--- src/rtl/vga_rect_fill.sv ---
// vga_rect_fill: rectangle-fill drawing engine feeding the frame-buffer write port.
//   Accepts one command (x, y, w, h, color) over valid/ready, clips it to the
//   HD x VD visible area and writes one pixel per clock in raster order.
//   Optional macro VGA_RECT_OUTLINE_EN: honour cmd_outline_i (perimeter only).
// Ports:
//   clk, arstn            clock, synchronous active-low reset
//   cmd_valid_i/ready_o   command handshake
//   cmd_x_i, cmd_y_i      top-left corner
//   cmd_w_i, cmd_h_i      size in pixels / lines
//   cmd_color_i           2-bit color code
//   cmd_outline_i         outline-only request (optional feature)
//   we_o, color_o         pixel write strobe and color
//   addr_x_o, addr_y_o    pixel address
//   busy_o, done_o        command in progress, one-cycle completion pulse
module vga_rect_fill #(
  parameter int unsigned HD         = 1280,
  parameter int unsigned VD         = 1024,
  parameter int unsigned COORD_BITS = 11
) (
  input  logic                  clk,
  input  logic                  arstn,
  input  logic                  cmd_valid_i,
  output logic                  cmd_ready_o,
  input  logic [COORD_BITS-1:0] cmd_x_i,
  input  logic [COORD_BITS-1:0] cmd_y_i,
  input  logic [COORD_BITS-1:0] cmd_w_i,
  input  logic [COORD_BITS-1:0] cmd_h_i,
  input  logic [1:0]            cmd_color_i,
  input  logic                  cmd_outline_i,
  output logic                  we_o,
  output logic [1:0]            color_o,
  output logic [COORD_BITS-1:0] addr_x_o,
  output logic [COORD_BITS-1:0] addr_y_o,
  output logic                  busy_o,
  output logic                  done_o
);

  localparam logic [COORD_BITS:0] HD_L = (COORD_BITS+1)'(HD);
  localparam logic [COORD_BITS:0] VD_L = (COORD_BITS+1)'(VD);

  typedef enum logic [1:0] {IDLE, CLIP, DRAW, DONE} state_t;
  state_t state, state_nxt;

  logic [COORD_BITS-1:0] x0, y0, w_q, h_q, cur_x, cur_y;
  logic [COORD_BITS-1:0] cur_x_nxt, cur_y_nxt;
  logic [COORD_BITS:0]   x_end, y_end;
  logic [COORD_BITS:0]   x_sum, y_sum, x_last_c, y_last_c;
  logic [1:0]            color_q;
  logic                  empty, last_col, last_row, accept;

`ifdef VGA_RECT_OUTLINE_EN
  logic outline_q;
`else
  logic unused_outline;
  assign unused_outline = cmd_outline_i;
`endif

  assign accept = cmd_valid_i && cmd_ready_o;

  // Clip math is one bit wider than the coordinates so x+w never wraps.
  always_comb begin
    x_sum    = {1'b0, x0} + {1'b0, w_q};
    y_sum    = {1'b0, y0} + {1'b0, h_q};
    x_last_c = ((x_sum > HD_L) ? HD_L : x_sum) - 1'b1;
    y_last_c = ((y_sum > VD_L) ? VD_L : y_sum) - 1'b1;
    empty    = (w_q == '0) || (h_q == '0) ||
               ({1'b0, x0} >= HD_L) || ({1'b0, y0} >= VD_L);
  end

  always_comb begin
    last_col  = ({1'b0, cur_x} == x_end);
    last_row  = ({1'b0, cur_y} == y_end);
    cur_x_nxt = cur_x + 1'b1;
    cur_y_nxt = cur_y;
    if (last_col) begin
      cur_x_nxt = x0;
      cur_y_nxt = cur_y + 1'b1;
    end
`ifdef VGA_RECT_OUTLINE_EN
    // Interior rows of an outline only visit x0 and x_end.
    else if (outline_q && (cur_y != y0) && !last_row) begin
      cur_x_nxt = x_end[COORD_BITS-1:0];
    end
`endif
  end

  always_ff @(posedge clk) begin
    if (!arstn) state <= IDLE;
    else        state <= state_nxt;
  end

  always_comb begin
    state_nxt = state;
    unique case (state)
      IDLE: if (accept) state_nxt = CLIP;
      CLIP: state_nxt = empty ? DONE : DRAW;
      DRAW: if (last_col && last_row) state_nxt = DONE;
      DONE: state_nxt = IDLE;
      default: state_nxt = IDLE;
    endcase
  end

  // Output registers lag the FSM by one cycle: a DRAW cycle's pixel is
  // presented on the following cycle, and DONE shows up as done_o after it.
  always_ff @(posedge clk) begin
    if (!arstn) begin
      x0          <= '0;
      y0          <= '0;
      w_q         <= '0;
      h_q         <= '0;
      color_q     <= '0;
      x_end       <= '0;
      y_end       <= '0;
      cur_x       <= '0;
      cur_y       <= '0;
      cmd_ready_o <= 1'b1;
      we_o        <= 1'b0;
      color_o     <= '0;
      addr_x_o    <= '0;
      addr_y_o    <= '0;
      busy_o      <= 1'b0;
      done_o      <= 1'b0;
`ifdef VGA_RECT_OUTLINE_EN
      outline_q   <= 1'b0;
`endif
    end else begin
      if (state == IDLE && accept) begin
        x0      <= cmd_x_i;
        y0      <= cmd_y_i;
        w_q     <= cmd_w_i;
        h_q     <= cmd_h_i;
        color_q <= cmd_color_i;
`ifdef VGA_RECT_OUTLINE_EN
        outline_q <= cmd_outline_i;
`endif
      end
      if (state == CLIP) begin
        x_end <= x_last_c;
        y_end <= y_last_c;
        cur_x <= x0;
        cur_y <= y0;
      end
      if (state == DRAW) begin
        cur_x    <= cur_x_nxt;
        cur_y    <= cur_y_nxt;
        addr_x_o <= cur_x;
        addr_y_o <= cur_y;
        color_o  <= color_q;
      end
      we_o        <= (state == DRAW);
      done_o      <= (state == DONE);
      cmd_ready_o <= (state_nxt == IDLE);
      busy_o      <= (state_nxt != IDLE);
    end
  end

endmodule

--- config.mk ---
export PLATFORM = sky130hd
export DESIGN_NAME = vga_rect_fill
export DESIGN_NICKNAME = d
export VERILOG_FILES = /design/src/rtl/vga_rect_fill.sv
export SDC_FILE = /design/constraint.sdc
export NUM_CORES = 1
export LEC_CHECK = 0
export BUFFER_PORTS_ARGS = -buffer_cell sky130_fd_sc_hd__buf_2
export CAP_MARGIN = 25
export CORE_AREA = 2 2 93 162
export DETAILED_ROUTE_END_ITERATION = 7
export DIE_AREA = 0 0 95 164
export GPL_TIMING_DRIVEN = 0
export PLACE_DENSITY = 0.71
export SYNTH_ARGS = -nofsm -noshare
export SYNTH_HDL_FRONTEND = slang
export SYNTH_SLANG_ARGS = --single-unit
--- constraint.sdc ---
create_clock -name clk -period 4 [get_ports clk]
set_input_delay 0.8 -clock clk [delete_from_list [all_inputs] [get_ports clk]]
set_output_delay 0.8 -clock clk [all_outputs]
set_load 0.05 [all_outputs]
==> results of run 1 <==
[sequential cells by signal, summed over array words and instances, names as in the netlist]
signal	count
addr_x_o	11
h_q	11
x_end	12
w_q	11
y_end	12
color_o	2
state	2
cmd_ready_o	1
color_q	2
cur_x	11
busy_o	1
we_o	1
addr_y_o	11
cur_y	11
x0	11
done_o	1
y0	11
[per-stage QoR]
| stage | setup slack, ns | total power, mW | hold slack (ns) | area, um2 | utilization (%) |
|---|---|---|---|---|---|
| after floorplan | 0.252 | 3.85 | 0.432 | 6960 | - |
| after global placement | -0.577 | 4.51 | 0.439 | 7570 | 52.9 |
| after detailed placement | -0.623 | 4.56 | 0.448 | 7570 | 52.9 |
| after CTS | 0.0276 | 6.14 | 0.454 | 8230 | 57.6 |
| after global routing | -0.0844 | 6.60 | 0.475 | 8290 | 58.0 |
| final | 0.170 | 6.21 | 0.453 | 8290 | 58.0 |
[cell families (layout without fill, tap and decap cells)]
logic type | Yosys count | after routing
simple gates | 319 | 319
compound gates | 229 | 229
flops | 122 | 122
buf+inv | 77 | 188
xor+xnor | 42 | 42
fa+ha+maj | 33 | 33
mux | 29 | 29
[tightest hold or removal path: stages, from the launching register on]
cell and delay (ns):
sky130_fd_sc_hd__dfxtp_1 0.31, sky130_fd_sc_hd__nand2_1 0.05, sky130_fd_sc_hd__a21oi_1 0.05
[worst paths after layout]
check	start	endpoint	cells past startpoint
setup / recovery	x0[7]	x_end[8]	15
hold / removal	y_end[11]	y_end[11]	2
setup reg to reg	x0[7]	x_end[8]	15
hold reg to reg	y_end[11]	y_end[11]	2
[report_power, final]
group | total, mW | switching [mW] | internal [mW]
clock network | 1.53 | 0.582 | 0.945
registers | 1.81 | 0.320 | 1.49
logic | 2.87 | 1.73 | 1.14
[area by class of cell]
| type | count | share of cell area (%) |
|---|---|---|
| Clock buffer | 22 | 5.96 |
| Inverter | 26 | 1.18 |
| Tap cell | 180 | 2.72 |
| Buffer | 51 | 3.33 |
| Clock inverter | 10 | 1.28 |
| Multi-Input combinational cell | 652 | 51.2 |
| Timing Repair Buffer | 79 | 4.86 |
| Sequential cell | 122 | 29.5 |
[routing by layer]
metal  vias to the layer above  GRT usage (%)  part of all wire [%]
met1                      3065           27.6                    37
met2                       195           48.0                    53
met4                         0           19.1                   6.8
met5                         -              0                     0
met3                        66           3.58                   3.4
li1                       3225              -                     -
[repair_timing]
item,4_1_cts,5_1_grt
pin swaps,2,3
resized for setup,10,13
setup buffers,2,1
setup endpoints to repair,5,3
[layout by cell type (no fill, tap or decap), types with 12 or more instances in the layout]
cell / count
sky130_fd_sc_hd__ha_1: 30
sky130_fd_sc_hd__buf_2: 82
sky130_fd_sc_hd__mux2i_1: 28
sky130_fd_sc_hd__a211oi_1: 16
sky130_fd_sc_hd__nand2b_1: 12
sky130_fd_sc_hd__inv_1: 25
sky130_fd_sc_hd__o21ai_0: 39
sky130_fd_sc_hd__nand2_1: 124
sky130_fd_sc_hd__and3_1: 12
sky130_fd_sc_hd__xor2_1: 23
sky130_fd_sc_hd__nor2_1: 74
sky130_fd_sc_hd__clkbuf_16: 17
sky130_fd_sc_hd__dfxtp_1: 120
sky130_fd_sc_hd__nor3_1: 15
sky130_fd_sc_hd__nand3_1: 20
sky130_fd_sc_hd__clkbuf_1: 32
sky130_fd_sc_hd__a21oi_1: 78
sky130_fd_sc_hd__a21o_1: 12
sky130_fd_sc_hd__xnor2_1: 15
==> run summary, run 1 <==
STATUS
----------------------------------------------------------------------------------
Outcome                                                               finished clean

GLOBAL ROUTE
----------------------------------------------------------------------------------
Number of global-route vias before repair                                    6,273
First-pass GRT wire length                                               31,700 um
Final global-route overflow total                                                0
Initial antenna violation count                                                  0
Maximum number of pins on one net before global-route repair                    17
Aggregate global-route resource usage                                        26.6%

TIMING
----------------------------------------------------------------------------------
Worst setup skew after layout                                           0.00698 ns
Total negative setup slack                                                    0 ns
Final number of max-transition violations                                        0
Peak Freq                                                                0.261 GHz
Final min period                                                           3.83 ns
Headroom to the max-slew limit                                               41.4%
Final-report hold violation count                                                0
Transition at the pin with the smallest max-transition slack              0.879 ns
Tcrit/Tclk final                                                             95.8%
Number of setup violations in the final report                                   0

FLOORPLANNING
----------------------------------------------------------------------------------
Boundary pin count                                                              78
Core area                                                               14,300 um2
Die area                                                                15,600 um2
Die width                                                                    95 um
Num rows                                                                        58
Starting utilization of the core area                                        48.7%
Die height                                                                  164 um

CLOCKING
----------------------------------------------------------------------------------
Buffer depth of the longest clock path                                           2
Clock insertion delay at the later pin of the skew report                  0.42 ns
Htree depth                                                                      4
Clock transition at the registers of the reported paths                    0.06 ns
CTS tree                                                                      done
Sink Count                                                                     122
CTS Root Cell                                                         sky130_fd_sc_hd__clkbuf_16
Number of buffers created by CTS                                                17
# hold bufs at CTS                                                               0

WORST SETUP PATH
----------------------------------------------------------------------------------
Most used cell along the critical path                                sky130_fd_sc_hd__a21o_1
Standard cell with the maximum stage delay on the critical path       sky130_fd_sc_hd__a2111oi_1
Worst setup path category                                                  reg2reg
CP delay by family, top                                               compound AO/OA/AOI/OAI gates
Required time reported for the critical path endpoint                      4.31 ns
Data arrival time at the worst-slack endpoint                              4.14 ns
Sum of buffers and inverters on the critical path                                2
Worst setup SP type                                                       register
Crit Path Max Fanout                                                            10
Delay of the slowest cell on the worst path                                0.49 ns
Register-to-register setup slack                                           0.17 ns
Kind of end point of the critical path                                    register
Cell-by-cell trace of the critical path                               ha_1, clkbuf_4, a21o_1, a2111oi_1, nand3_1, a21o_1, a31oi_1, o21ai_4, buf_6, or2_1, ha_2, nand2b_1, nor4_4, or3_1, a22o_1

PWR
----------------------------------------------------------------------------------
Static leakage                                                             3.46 nW
Peak VDD IR                                                             0.000355 V
Power density over the cells                                            749 nW/um2

SYNTHESIS
----------------------------------------------------------------------------------
Mean cell area of the mapped netlist                                      8.18 um2
Most common library cells after synthesis                             sky130_fd_sc_hd__nand2_1 (125), sky130_fd_sc_hd__dfxtp_1 (122), sky130_fd_sc_hd__a21oi_1 (80)
Nets in the synthesized netlist                                                934
Count leader, synth                                                   sky130_fd_sc_hd__nand2_1
Share of synthesized cell area in and, or, nand and nor gates                21.8%
Number of warnings reported in the yosys synthesis log                           0
Largest family of logic cells by synthesized area                     compound AO/OA/AOI/OAI gates
Most common flop cell mapped by yosys                                 sky130_fd_sc_hd__dfxtp_1
Post-synthesis instance total                                                  851
Adder and majority gate portion of the synthesized area                      6.15%
Xor and xnor fraction of the mapped netlist area                             5.39%
Fraction of the mapped netlist area in compound gates                        22.0%
Netlist cell types                                                              82
Share of synthesized flip-flops with an asynchronous set or reset               0%
Number of flops mapped to enable cells by yosys                                  0
Synth top area cells                                                  sky130_fd_sc_hd__dfxtp_1 (35%), sky130_fd_sc_hd__nand2_1 (6.7%), sky130_fd_sc_hd__a21oi_1 (5.8%), sky130_fd_sc_hd__ha_1 (5.6%), sky130_fd_sc_hd__mux2i_1 (4.0%)
Sequential element share of the synthesized area                             35.1%
Area leader, netlist                                                  sky130_fd_sc_hd__dfxtp_1
Post-synth design cell area                                               6960 um2
Synth top area share                                                         35.1%
Portion of netlist area occupied by mux cells                                4.19%
Number of flip-flops and latches in the synthesized netlist                    122

ROUTING
----------------------------------------------------------------------------------
Number of DRC violations after detailed-routing iteration 0                    284
DR pass1 iterations                                                              5
Detail-routed net length per standard cell                                 17.8 um
Detailed-route via count                                                     6,551
Final Routed Wirelength                                                  20,300 um
Via count normalized by instance count                                        5.74
Routed Antenna Nets                                                              0
DRC violation count after routing                                                0

PLACEMENT
----------------------------------------------------------------------------------
Global placer's final weighted congestion                                    0.899
Post-detailed-placement half-perimeter wirelength                        15,000 um
Port Buffers                                                                    76
Post-Place Cells                                                             1,107

CELLS AND AREA
----------------------------------------------------------------------------------
Area grow syn2layout                                                         19.1%
Share of final-layout standard cells stronger than drive strength 1          17.5%
Antenna cell count                                                               0
Area taken by flip-flops and latches                                      2440 um2
Area taken by multi-input logic gates                                     4240 um2
FILL cells                                                                   1,300
# nets final                                                                 1,032
Final cell count without fillers                                             1,142

HOLD PATH
----------------------------------------------------------------------------------
Path category of the worst min-delay check                                 reg2reg

FLOW RUN
----------------------------------------------------------------------------------
Max_cap viols                                                                    0

Note: power is estimated with default switching activity, not from simulation.
==> run 2, diff against run 1 <==
--- a/config.mk
+++ b/config.mk
@@ -5,6 +5,7 @@
 export SDC_FILE = /design/constraint.sdc
 export NUM_CORES = 1
 export LEC_CHECK = 0
+export ABC_AREA = 1
 export BUFFER_PORTS_ARGS = -buffer_cell sky130_fd_sc_hd__buf_2
 export CAP_MARGIN = 25
 export CORE_AREA = 2 2 93 162
==> run 2 against run 1 <==
  * Non-clock buffer count shrank 10
  * Count of clock-buffer cells in the layout shrank 3
  * Largest power group unchanged
  * Worst hold slack better by 0.0062 ns
  * Critical path depth grew 8
==> run summary, run 2 <==
STATUS
----------------------------------------------------------------------------------
Outcome                                                               finished clean

ROUTING
----------------------------------------------------------------------------------
Final Routed Wirelength                                                  21,700 um   +7.0%
DR pass1 iterations                                                              7   +2
Detailed-route via count                                                     7,195   +9.8%
M1 wire length                                                             7930 um   +6.2%
Detail-routed net length per standard cell                                 16.3 um   -8.4%
Routed length on met3                                                       834 um   +22%
Routed Antenna Nets                                                              0   unchanged
Wire length on met2                                                      11,600 um   +7.2%
DRC violation count after routing                                                0   unchanged
Number of DRC violations after detailed-routing iteration 0                    385   +36%
Via count normalized by instance count                                        5.39   -6.0%
Top sig layer                                                                 met4

CLOCKING
----------------------------------------------------------------------------------
Sink Count                                                                     122   unchanged
Clock transition at the registers of the reported paths                    0.05 ns   about the same
Htree depth                                                                      4   unchanged
Number of buffers created by CTS                                                17   unchanged
Clock insertion delay at the later pin of the skew report                  0.42 ns   about the same
# hold bufs at CTS                                                               0   unchanged
CTS Root Cell                                                         sky130_fd_sc_hd__clkbuf_16
Buffer depth of the longest clock path                                           2   unchanged
Post-CTS setup repair buffer count                                               0   -2
Number of gates resized after cts                                                0   -10
CTS tree                                                                      done

GLOBAL ROUTE
----------------------------------------------------------------------------------
Final global-route overflow total                                                0   unchanged
Number of global-route vias before repair                                    7,159   +14%
Initial antenna violation count                                                  0   unchanged
Maximum number of pins on one net before global-route repair                    17   unchanged
First-pass GRT wire length                                               35,000 um   +10%
Aggregate global-route resource usage                                        29.4%   +2.8 points

FLOORPLANNING
----------------------------------------------------------------------------------
Die height                                                                  164 um   unchanged
Die area                                                                15,600 um2   unchanged
Num rows                                                                        58   unchanged
Starting utilization of the core area                                        49.0%   +0.33 points
Core area                                                               14,300 um2   unchanged
Die width                                                                    95 um   unchanged
Boundary pin count                                                              78   unchanged

CELLS AND AREA
----------------------------------------------------------------------------------
Most common cell after layout, fill and taps aside                    sky130_fd_sc_hd__nand2_1
Share of final-layout standard cells stronger than drive strength 1          11.1%   -6.4 points
Antenna cell count                                                               0   unchanged
Final cell count without fillers                                             1,335   +17%
FILL cells                                                                   1,399   +7.6%
Area grow syn2layout                                                         17.7%
Layout Cell Area excl Fill                                                8250 um2   -0.48%
# nets final                                                                 1,225   +19%
Leading registers by flop count                                       x_end (12), y_end (12)
Commonest non-fill, non-tap cells in the layout                       sky130_fd_sc_hd__nand2_1 (198), sky130_fd_sc_hd__inv_1 (160), sky130_fd_sc_hd__a21oi_1 (124)

TIMING
----------------------------------------------------------------------------------
Final min period                                                           3.56 ns   -0.273 ns
Setup repair after global routing missed its margin                          false
Peak Freq                                                                0.281 GHz   +7.7%
Headroom to the max-slew limit                                               50.2%   +8.8 points
Tcrit/Tclk final                                                             88.9%   -6.8 points
Final number of max-transition violations                                        0   unchanged
Least setup slack across all paths after layout                           0.442 ns   +0.273 ns
Worst setup skew after layout                                           0.00920 ns   +0.00222 ns
Final-report hold violation count                                                0   unchanged
Number of setup violations in the final report                                   0   unchanged
Transition at the pin with the smallest max-transition slack              0.738 ns   -0.141 ns
Total negative setup slack                                                    0 ns   unchanged
Smallest hold slack                                                       0.460 ns   +0.00617 ns

SYNTHESIS
----------------------------------------------------------------------------------
Count leader, synth                                                   sky130_fd_sc_hd__nand2_1
Post-synth design cell area                                               7010 um2   +0.68%
Xor and xnor fraction of the mapped netlist area                             3.00%   -2.4 points
Portion of netlist area occupied by mux cells                                   0%   -4.2 points
Area leader, netlist                                                  sky130_fd_sc_hd__dfxtp_1
Adder and majority gate portion of the synthesized area                      6.10%   -0.042 points
Synth top area cells                                                  sky130_fd_sc_hd__dfxtp_1 (35%), sky130_fd_sc_hd__nand2_1 (11%), sky130_fd_sc_hd__a21oi_1 (8.9%), sky130_fd_sc_hd__inv_1 (8.6%), sky130_fd_sc_hd__o21ai_0 (8.4%)
Most common library cells after synthesis                             sky130_fd_sc_hd__nand2_1 (198), sky130_fd_sc_hd__inv_1 (160), sky130_fd_sc_hd__a21oi_1 (124)
Number of flip-flops and latches in the synthesized netlist                    122   unchanged
Share of synthesized cell area in and, or, nand and nor gates                22.3%   +0.44 points
Sequential element share of the synthesized area                             34.8%   -0.24 points
Synth top area share                                                         34.8%   -0.24 points
Number of flops mapped to enable cells by yosys                                  0   unchanged
Most common flop cell mapped by yosys                                 sky130_fd_sc_hd__dfxtp_1
Post-synthesis instance total                                                1,047   +23%
Netlist cell types                                                              41   -50%
Largest family of logic cells by synthesized area                     compound AO/OA/AOI/OAI gates
Fraction of the mapped netlist area in compound gates                        22.5%   +0.44 points
Nets in the synthesized netlist                                              1,130   +21%
Number of warnings reported in the yosys synthesis log                           0   unchanged
Share of synthesized flip-flops with an asynchronous set or reset               0%   unchanged
Mean cell area of the mapped netlist                                      6.70 um2   -18%

WORST SETUP PATH
----------------------------------------------------------------------------------
Reg-to-reg endpoint                                                       x_end[8]
Kind of end point of the critical path                                    register
Register-to-register setup slack                                           0.44 ns   +0.27 ns
Worst setup SP type                                                       register
Crit Path Max Fanout                                                            10   unchanged
Data arrival time at the worst-slack endpoint                              3.86 ns   -0.28 ns
Origin of the worst setup path                                               x0[0]
Worst setup path category                                                  reg2reg
Termination of the worst setup path                                       x_end[8]
Critical R2R Launch                                                          x0[0]
Required time reported for the critical path endpoint                      4.31 ns   about the same
Cells on worst reg2reg path                                                     23   +8

FLOW RUN
----------------------------------------------------------------------------------
Max_cap viols                                                                    0   unchanged

PWR
----------------------------------------------------------------------------------
Peak VDD IR                                                             0.000390 V   +9.8%
Static leakage                                                             3.89 nW   +12%
Power density over the cells                                            936 nW/um2   +25%

PLACEMENT
----------------------------------------------------------------------------------
Post-detailed-placement half-perimeter wirelength                        17,100 um   +13%
Global placer's final weighted congestion                                    0.959   +6.7%
Post-Place Cells                                                             1,303   +18%
Cell Area, Placed                                                         7620 um2   +0.63%
Pre-CTS setup slack                                                       0.519 ns   +1.14 ns
Port Buffers                                                                    76   unchanged

HOLD PATH
----------------------------------------------------------------------------------
Path category of the worst min-delay check                                 reg2reg

-- run 2: changes by cell type after synthesis, moves of 10 or more --
cell / previous run / this run
sky130_fd_sc_hd__a22oi_1: 10 / 0
sky130_fd_sc_hd__nand3_1: 20 / 59
sky130_fd_sc_hd__a21o_1: 12 / 0
sky130_fd_sc_hd__nand2b_1: 13 / 0
sky130_fd_sc_hd__nand2_1: 125 / 198
sky130_fd_sc_hd__mux2i_1: 28 / 0
sky130_fd_sc_hd__o21ai_0: 41 / 117
sky130_fd_sc_hd__inv_1: 25 / 160
sky130_fd_sc_hd__a21oi_1: 80 / 124
sky130_fd_sc_hd__and3_1: 12 / 0
-- run 2: routing by layer --
| metal | vias up | GRT usage (%) |
|---|---|---|
| li1 | 3642 | - |
| met4 | 0 | 19.5 |
| met2 | 195 | 54.3 |
| met1 | 3295 | 30.0 |
| met5 | - | 0 |
| met3 | 63 | 4.13 |
-- run 2: area by class of cell --
class / instances / area (um2) / area share, %
clock buffers: 19 / 443 / 5.37
repair buffers: 76 / 380 / 4.61
clock inverters: 13 / 193 / 2.34
flip-flops and latches: 122 / 2440 / 29.6
well taps: 180 / 225 / 2.73
multi-input cells: 717 / 3770 / 45.7
inverters: 164 / 616 / 7.46
plain buffers: 44 / 178 / 2.15
-- run 2: cell families after synthesis --
family / Yosys count
AOI/OAI and AO/OA: 289
xor gates and xnor gates: 24
adders and majority gates: 33
buffers and inverters: 208
DFF: 122
and+or+nand+nor: 371
-- run 2: worst max-delay path, stage by stage (launching register included) --
cell                       delay [ns]
sky130_fd_sc_hd__dfxtp_1         0.41
sky130_fd_sc_hd__ha_1            0.22
sky130_fd_sc_hd__inv_1           0.07
sky130_fd_sc_hd__fa_1            0.43
sky130_fd_sc_hd__inv_1           0.13
sky130_fd_sc_hd__nand2_1         0.06
sky130_fd_sc_hd__nand2_1         0.08
sky130_fd_sc_hd__nand2_1         0.06
sky130_fd_sc_hd__xnor2_1         0.44
sky130_fd_sc_hd__nor2_1          0.13
sky130_fd_sc_hd__nand2_1         0.09
sky130_fd_sc_hd__nor2_1          0.04
sky130_fd_sc_hd__nand2_1         0.07
sky130_fd_sc_hd__nand2_2         0.13
sky130_fd_sc_hd__buf_4           0.20
sky130_fd_sc_hd__nand2_1         0.09
sky130_fd_sc_hd__ha_1            0.26
sky130_fd_sc_hd__nand2_2         0.10
sky130_fd_sc_hd__inv_2           0.07
sky130_fd_sc_hd__nand2_1         0.06
sky130_fd_sc_hd__nand2_1         0.09
sky130_fd_sc_hd__nand2_1         0.06
sky130_fd_sc_hd__o21bai_1        0.13
sky130_fd_sc_hd__inv_1           0.05
-- run 2: worst min-delay path by stage --
stage | startpoint | end | slack (ns) | cells after the start
after floorplan | color_q[1] | color_q[1] | 0.43 | 2
after global placement | color_q[0] | color_o[0] | 0.45 | 2
after detailed placement | color_q[1] | color_q[1] | 0.45 | 2
after CTS | color_q[1] | color_q[1] | 0.46 | 2
after global routing | color_q[0] | color_q[0] | 0.49 | 2
final | color_q[1] | color_q[1] | 0.46 | 2
-- run 2: where the power goes --
| group | total, mW | internal (mW) | switching (mW) |
|---|---|---|---|
| clock | 1.65 | 1.06 | 0.587 |
| combinational | 4.04 | 1.27 | 2.77 |
| sequential | 2.03 | 1.66 | 0.369 |
| total | 7.73 | 4.00 | 3.73 |
-- run 2: through the flow --
step	util, %	total power [mW]
floorplan	-	4.97
global placement	53.3	5.98
detailed placement	53.3	6.02
CTS	57.7	7.69
global route	57.7	8.31
finish	57.7	7.73
